<file path="config.mk">
export PLATFORM = sky130hd
export DESIGN_NAME = frame_write_ctrl
export DESIGN_NICKNAME = d
export VERILOG_FILES = /design/src/rtl/frame_write_ctrl.sv
export SDC_FILE = /design/constraint.sdc
export NUM_CORES = 1
export LEC_CHECK = 0
export ABC_AREA = 1
export CAP_MARGIN = 20
export CORE_MARGIN = 8
export CORE_UTILIZATION = 40
export DETAILED_ROUTE_END_ITERATION = 8
export GPL_ROUTABILITY_DRIVEN = 0
export PLACE_DENSITY = 0.74
export SYNTH_ARGS = -nofsm -noshare
export SYNTH_HDL_FRONTEND = slang
export SYNTH_SLANG_ARGS = --single-unit
export TNS_END_PERCENT = 20
</file>
<file path="constraint.sdc">
create_clock -name clk -period 1.9 [get_ports clk]
set_clock_uncertainty 0.05 [all_clocks]
set_input_delay 0.38 -clock clk [delete_from_list [all_inputs] [get_ports clk]]
set_output_delay 0.38 -clock clk [all_outputs]
set_load 0.01 [all_outputs]
</file>
<file path="src/rtl/frame_write_ctrl.sv">
// Write-side frame sequencer for the HS FIFO: writes framed bytes, records stop address and length.
// Optional FRAME_TIMEOUT_EN adds TO_CYC / to_err to abandon a stalled frame.
module frame_write_ctrl #(
    parameter int DW        = 8,
    parameter int AW        = 9,
    parameter int TRAIL_LEN = 24,
    parameter int MAX_LEN   = 400,
    parameter int LW        = 10
`ifdef FRAME_TIMEOUT_EN
    , parameter int TO_CYC  = 1024
`endif
) (
    input  logic          clk,
    input  logic          rst,
    input  logic [DW-1:0] in_data,
    input  logic          in_valid,
    input  logic          in_sof,
    input  logic          trail_detected,
    input  logic          wfull,
    input  logic [AW-1:0] waddr,
    output logic          in_ready,
    output logic [DW-1:0] wdata,
    output logic          winc,
    output logic          frame_done,
    output logic [AW-1:0] stop_addr,
    output logic [LW-1:0] frame_len,
    output logic          ovf_err,
`ifdef FRAME_TIMEOUT_EN
    output logic          to_err,
`endif
    output logic          busy
);

    typedef enum logic [1:0] {IDLE, WRITE, DONE, DROP} state_t;

    localparam logic [LW-1:0] MAX_L = LW'(MAX_LEN);
    localparam logic [AW-1:0] TRAIL = AW'(TRAIL_LEN);

    state_t        state;
    logic [LW-1:0] cnt;
    logic [LW-1:0] cnt_inc;
    logic          accept;

`ifdef FRAME_TIMEOUT_EN
    localparam int TW = $clog2(TO_CYC + 1);
    localparam logic [TW-1:0] TO_LAST = TW'(TO_CYC - 1);
    logic [TW-1:0] to_cnt;
`endif

    // Handshake: a word moves only when in_valid and in_ready are both high in the same cycle;
    // the upstream holds in_data/in_sof/trail_detected stable until then.
    always_comb begin
        in_ready = 1'b0;
        if (!rst) begin
            case (state)
                IDLE, WRITE: in_ready = !wfull;
                DROP:        in_ready = 1'b1;
                default:     in_ready = 1'b0;
            endcase
        end
    end

    assign accept  = in_valid & in_ready;
    assign winc    = accept & ((state == WRITE) | ((state == IDLE) & in_sof));
    assign wdata   = winc ? in_data : '0;
    assign busy    = (state != IDLE);
    assign cnt_inc = cnt + LW'(1);

    always_ff @(posedge clk) begin
        if (rst) begin
            state      <= IDLE;
            cnt        <= '0;
            frame_done <= 1'b0;
            stop_addr  <= '0;
            frame_len  <= '0;
            ovf_err    <= 1'b0;
`ifdef FRAME_TIMEOUT_EN
            to_cnt     <= '0;
            to_err     <= 1'b0;
`endif
        end else begin
            frame_done <= 1'b0;
`ifdef FRAME_TIMEOUT_EN
            to_err     <= 1'b0;
`endif
            case (state)
                IDLE: begin
                    if (accept && in_sof) begin
                        cnt     <= LW'(1);
                        ovf_err <= 1'b0;
`ifdef FRAME_TIMEOUT_EN
                        to_cnt  <= '0;
`endif
                        if (trail_detected) begin
                            stop_addr  <= waddr - TRAIL;
                            frame_len  <= LW'(1);
                            frame_done <= 1'b1;
                            state      <= DONE;
                        end else begin
                            state <= WRITE;
                        end
                    end
                end
                WRITE: begin
                    if (accept) begin
`ifdef FRAME_TIMEOUT_EN
                        to_cnt <= '0;
`endif
                        if (cnt != MAX_L) cnt <= cnt_inc;
                        if (trail_detected) begin
                            stop_addr  <= waddr - TRAIL;
                            frame_len  <= cnt_inc;
                            frame_done <= 1'b1;
                            state      <= DONE;
                        end else if (cnt_inc == MAX_L) begin
                            ovf_err <= 1'b1;
                            state   <= DROP;
                        end
                    end
`ifdef FRAME_TIMEOUT_EN
                    else if (to_cnt == TO_LAST) begin
                        to_cnt <= '0;
                        to_err <= 1'b1;
                        state  <= DROP;
                    end else begin
                        to_cnt <= to_cnt + TW'(1);
                    end
`endif
                end
                DONE: state <= IDLE;
                // Discard everything, including stray SOFs, until the frame's trailer goes by.
                DROP: if (accept && trail_detected) state <= IDLE;
                default: state <= IDLE;
            endcase
        end
    end

endmodule

</file>
==> results of run 1 <==
cells by family (layout without fill, tap and decap cells):
family | Yosys count | after routing | share of synthesized area
XOR/XNOR | 4 | 4 | 0.0204
AO/OA/AOI/OAI | 57 | 57 | 0.169
AND/OR/NAND/NOR | 117 | 118 | 0.298
flip-flops | 33 | 33 | 0.384
adder cells (fa/ha/maj) | 3 | 3 | 0.0218
buffers and inverters | 41 | 111 | 0.108
stage by stage:
step,cell area [um^2],instances
after floorplan,1720,255
after detailed placement,2370,367
after CTS,2440,377
after global routing,2520,378
final,2520,378
after global placement,2370,367
flip-flops by register name, indices dropped and copies added, names as in the netlist:
register,count
stop_addr,9
ovf_err,1
cnt,10
frame_done,1
state,2
frame_len,10
worst paths after layout:
check	startpoint	endpoint	slack (ns)
worst max register to register	cnt[0]$_SDFFE_PP0P_	cnt[9]$_SDFFE_PP0P_	0.15
worst min register to register	stop_addr[8]$_SDFFE_PP0P_	stop_addr[8]$_SDFFE_PP0P_	0.41
worst max-delay path	state[1]$_SDFFE_PP0P_	busy	0.07
worst min-delay path	stop_addr[8]$_SDFFE_PP0P_	stop_addr[8]$_SDFFE_PP0P_	0.41
layout by cell type, fill, tap and decap left out, types with 2 or more instances in the layout:
| master | instances |
|---|---|
| nor2_1 | 43 |
| clkdlybuf4s50_1 | 42 |
| nand2_1 | 41 |
| dfxtp_1 | 31 |
| o21ai_0 | 30 |
| inv_1 | 27 |
| a21oi_1 | 22 |
| buf_4 | 17 |
| nand3_1 | 9 |
| buf_2 | 9 |
| nor2_2 | 8 |
| clkbuf_8 | 6 |
| inv_2 | 5 |
| nor2_4 | 4 |
| nand4_1 | 3 |
| o21ai_1 | 3 |
| xor2_1 | 3 |
| ha_1 | 3 |
| nand2_4 | 2 |
| nand2_8 | 2 |
| nor3_1 | 2 |
| dfxtp_2 | 2 |
critical path, cell delays in order (launching register included):
cell and delay [ns]:
dfxtp_2 0.33, buf_4 0.15, nor2_2 0.12, inv_1 0.05, clkdlybuf4s50_1 0.47
cell type report:
class                      count  area [um^2]
clock buffer                   7         86.3
fill                         410         1750
timing repair buffer          71          624
multi-input combinational    182          950
inverter                      33          129
sequential                    33          663
tap                           52         65.1
power by group through the flow:
stage,clock network (uW),logic (uW),registers [uW]
global placement,0,514,796
global route,566,626,791
CTS,537,534,782
floorplan,0,257,809
finish,523,566,784
detailed placement,0,522,796
routing by layer:
metal	vias to the layer above	global-route usage	wire [um]
met4	0	0.0526	71
li1	954	-	-
met5	-	0	0
met2	47	0.228	2140
met1	808	0.157	2000
met3	7	0.0613	404
what timing repair did:
action	in CTS	in global routing
hold endpoints to repair	0	0
buffers inserted	2	1
setup endpoints to repair	10	10
pin swaps	3	2
cloned	1	0
gates resized for setup	42	20
==> metrics, run 1 <==
status=complete, no violations; overall routed net length=around 4.6 mm; Yosys cell types=27; worst-skew pair later-pin latency=0.28 ns; Fin. Hold Viols=0; pwr dens=744 nW/um^2; Yosys top cell area share=0.384; most common cell in the netlist=nor2_1; Via density=4.80; IO Pins=55; Syn Inst Count=255; H-tree levels=2; P_sw=~580 uW; core area=4260 um^2; Chip Width=81.6 um; Post-synth ARST share=0; antenna violations before repair=0; CTS tree=done; final worst setup slack=0.0682 ns; DRC=0; CTS Hold Bufs=0; final worst-path cycle share=0.964; pre-CTS WS=-0.548 ns; HPWL Detailed=roughly 3.4 mm; Synth area leader=dfxtp_1; Slew headroom=0.804; wire per inst=roughly 12 um; PortBufs=54; All-Layer GR Usage=0.140; nets@finish=between 300 and 400; die extent in y=81.6 um; CP Launch Type=flip-flop; number of global-route vias before repair=~1700; FMAX=0.546 GHz; Hold Crit Depth=2; largest cells by area after synthesis=dfxtp_1, nor2_1, nand2_1; flops & latches, synth=33; Max Cap Viol=0; Final Max Tran Viols=0; synth cell count leaders=nor2_1, nand2_1, dfxtp_1, o21ai_0, inv_1; P_int=1300 uW; RSZ-0062 raised after global routing=false; sw frac=0.308; clock-pin slew on the worst setup and hold paths=around 0.06 ns; Pwr Total=1870 uW; layout cells sized above 1=0.181; largest net degree at the start of global routing=23; clk sink count=33; worst setup path class=flip-flop to primary output; combinational power share=0.302; Post-synth EDFFs=0; initial core utilization=0.404; fin crit period=1.83 ns; crit path max fanout=4; DRT antenna net count=0; maximum vdd ir drop=497 uV; ANT cells=0; DR iter-0 viols=107; Pleak=0.00114 uW; router iterations before antenna repair=4; Seq pwr share=0.419; Worst-Margin Slew=0.292 ns; Crit path required time=1.47 ns; Post-Syn Area per Cell=6.75 um^2; Fin Setup TNS=0 ns; FP Rows=24; fin util=0.590; total clock buffers created by CTS=5; clock root buffer=clkbuf_8; CP Data Arrival Time=around 1.4 ns; setup violators final=0; Fin Hold WS=0.410 ns; grt ovf=0; Net Count, Synth=281; CP Capture Type=primary output; Min-Delay Path Class=flip-flop to flip-flop; share of total power in the clock network=0.279; first-pass GRT wire length=7.42 mm; die area=about 6700 um^2; FF-to-FF path depth=10; sequential area share after synthesis=0.384; Synth Flop Type=dfxtp_1; yosys warns=0; Vias=about 1800; P&R area growth vs syn=46.2%; Mapped Area=roughly 1700 um^2; Max clock buf depth=2
Note: power is estimated with default switching activity, not from simulation.
==> run 2, diff against run 1 <==
--- a/config.mk
+++ b/config.mk
@@ -12,5 +12,6 @@
 export DETAILED_ROUTE_END_ITERATION = 8
 export GPL_ROUTABILITY_DRIVEN = 0
-export PLACE_DENSITY = 0.74
+export PLACE_DENSITY = 0.76
+export SLEW_MARGIN = 20
 export SYNTH_ARGS = -nofsm -noshare
 export SYNTH_HDL_FRONTEND = slang
==> constraint.sdc (replaced) <==
create_clock -name clk -period 1.6 [get_ports clk]
set_clock_uncertainty 0.05 [all_clocks]
set_input_delay 0.32 -clock clk [delete_from_list [all_inputs] [get_ports clk]]
set_output_delay 0.32 -clock clk [all_outputs]
set_load 0.005 [all_outputs]
==> metrics, run 2 (synthesis results as in run 1) <==
status=finished, violations left; failing checks=negative setup slack; DRT antenna net count=0; first-pass GRT wire length=between 7 and 8 mm; core area=roughly 4300 um^2; CTS tree=done; Via density=around 4.8; Worst-Margin Slew=about 0.32 ns; Fillers=369; CP Capture Type=flip-flop; Slew headroom=0.787; fin util=0.640; clk sink count=33; FP Rows=24; die area=approximately 6700 um^2; crit path max fanout=18; DR iter-0 viols=~100; P_sw=714 uW; die extent in y=81.6 um; FMAX=roughly 0.57 GHz; PortBufs=54; Chip Width=81.6 um; Vias=approximately 1900; wire per inst=between 10 and 15 um; total clock buffers created by CTS=5; Crit path required time=1.73 ns; IO Pins=55; number of global-route vias before repair=1800; pwr dens=825 nW/um^2; initial core utilization=0.404; Final Max Tran Viols=0; Max clock buf depth=2; CTS Hold Bufs=0; layout cells sized above 1=0.277; DRC=0; sw frac=0.317; P&R area growth vs syn=58.4%; final worst setup slack=-0.140 ns; Max Cap Viol=0; Fin. Hold Viols=0; router iterations before antenna repair=4; nets@finish=between 300 and 400; combinational power share=0.317; final worst-path cycle share=1.09; antenna violations before repair=0; overall routed net length=4.89 mm; clock-pin slew on the worst setup and hold paths=0.07 ns; RSZ-0062 raised after global routing=true; most common cell after layout, fill and taps aside=nor2_1; clock root buffer=clkbuf_8; share of total power in the clock network=0.269; grt ovf=0; Regs by FF count=cnt: 10 flops, frame_len: 10 flops, stop_addr: 9 flops; HPWL Detailed=3.38 mm; ANT cells=0; fin crit period=1.74 ns; setup violators final=39; Pwr Total=2250 uW; Seq pwr share=0.414; Pleak=about 0.0013 uW; Min-Delay Path Class=input pin to flip-flop; commonest non-fill, non-tap cells in the layout=nor2_1, clkdlybuf4s50_1, nand2_1, dfxtp_1, buf_4; largest net degree at the start of global routing=31; P_int=1540 uW; maximum vdd ir drop=597 uV; CP Data Arrival Time=1.87 ns; CP Launch Type=flip-flop; worst-skew pair later-pin latency=0.28 ns; All-Layer GR Usage=0.142; H-tree levels=2; worst setup path class=flip-flop to flip-flop
## run 2: changes by cell type in the layout (fill, tap and decap cells not counted), moves of 3 or more
| cell | delta |
|---|---|
| inv_1 | -3 |
| nand2_4 | +3 |
| nand2_1 | -4 |
| nand2_2 | +3 |
| inv_4 | +4 |
| o21ai_1 | +10 |
| o21ai_0 | -10 |
| buf_6 | +5 |
| nand3_2 | +6 |
| buf_4 | +11 |
| nand3_1 | -6 |
## run 2: worst paths after layout
path / startpoint / endpoint / slack [ns] / cells past startpoint
setup / recovery: cnt[1]$_SDFFE_PP0P_ / cnt[9]$_SDFFE_PP0P_ / -0.14 / 10
hold / removal: rst / stop_addr[8]$_SDFFE_PP0P_ / 0.41 / 3
setup reg to reg: cnt[1]$_SDFFE_PP0P_ / cnt[9]$_SDFFE_PP0P_ / -0.14 / 10
hold reg to reg: stop_addr[8]$_SDFFE_PP0P_ / stop_addr[8]$_SDFFE_PP0P_ / 0.41 / 2
## run 2: routing by layer
layer | up-vias | global-route usage | wire (um)
li1 | 988 | - | -
met1 | 838 | 0.170 | 2140
met2 | 50 | 0.227 | 2300
met3 | 8 | 0.0525 | 385
met4 | 0 | 0.0509 | 63
met5 | - | 0 | 0
## run 2: power groups by stage
| stage | clock network, uW | logic (uW) | registers (uW) |
|---|---|---|---|
| floorplan | 0 | 295 | 951 |
| global placement | 0 | 634 | 940 |
| detailed placement | 0 | 643 | 941 |
| CTS | 619 | 671 | 925 |
| global route | 662 | 792 | 940 |
| finish | 606 | 714 | 930 |
## run 2: stage by stage
stage                     worst slack (ns)  instances  area, um^2  setup TNS, ns  hold slack, ns
after floorplan                     0.0674        255        1720              0           0.339
after global placement              -0.621        382        2480         -18.29           0.404
after detailed placement            -0.670        382        2480         -20.26           0.406
after CTS                           -0.137        393        2580          -3.01           0.403
after global routing                -0.212        395        2730          -5.92           0.425
final                               -0.140        395        2730          -1.57           0.407
## run 2: layout make-up
type                    instances  area, um^2  area share
flip-flops and latches         33         668       0.245
repair buffers                 87         779       0.286
clock buffers                   6        72.6      0.0266
multi-input cells             182         998       0.366
clock inverters                 2        10.0     0.00367
inverters                      33         134      0.0491
well taps                      52        65.1      0.0239
## run 2: timing repair
action,in CTS,in global routing
gates resized for setup,58,46
gates cloned,1,1
pin swaps,9,17
buffers inserted,2,2
setup endpoints to repair,43,43
## run 2: worst max-delay path, stage by stage (launching register included)
cell	delay (ns)
dfxtp_4	0.36
buf_6	0.12
inv_1	0.07
ha_1	0.16
nand2_1	0.06
nor2_1	0.12
nand4_1	0.17
nand2_4	0.24
inv_2	0.07
o21ai_0	0.16
a21oi_1	0.05
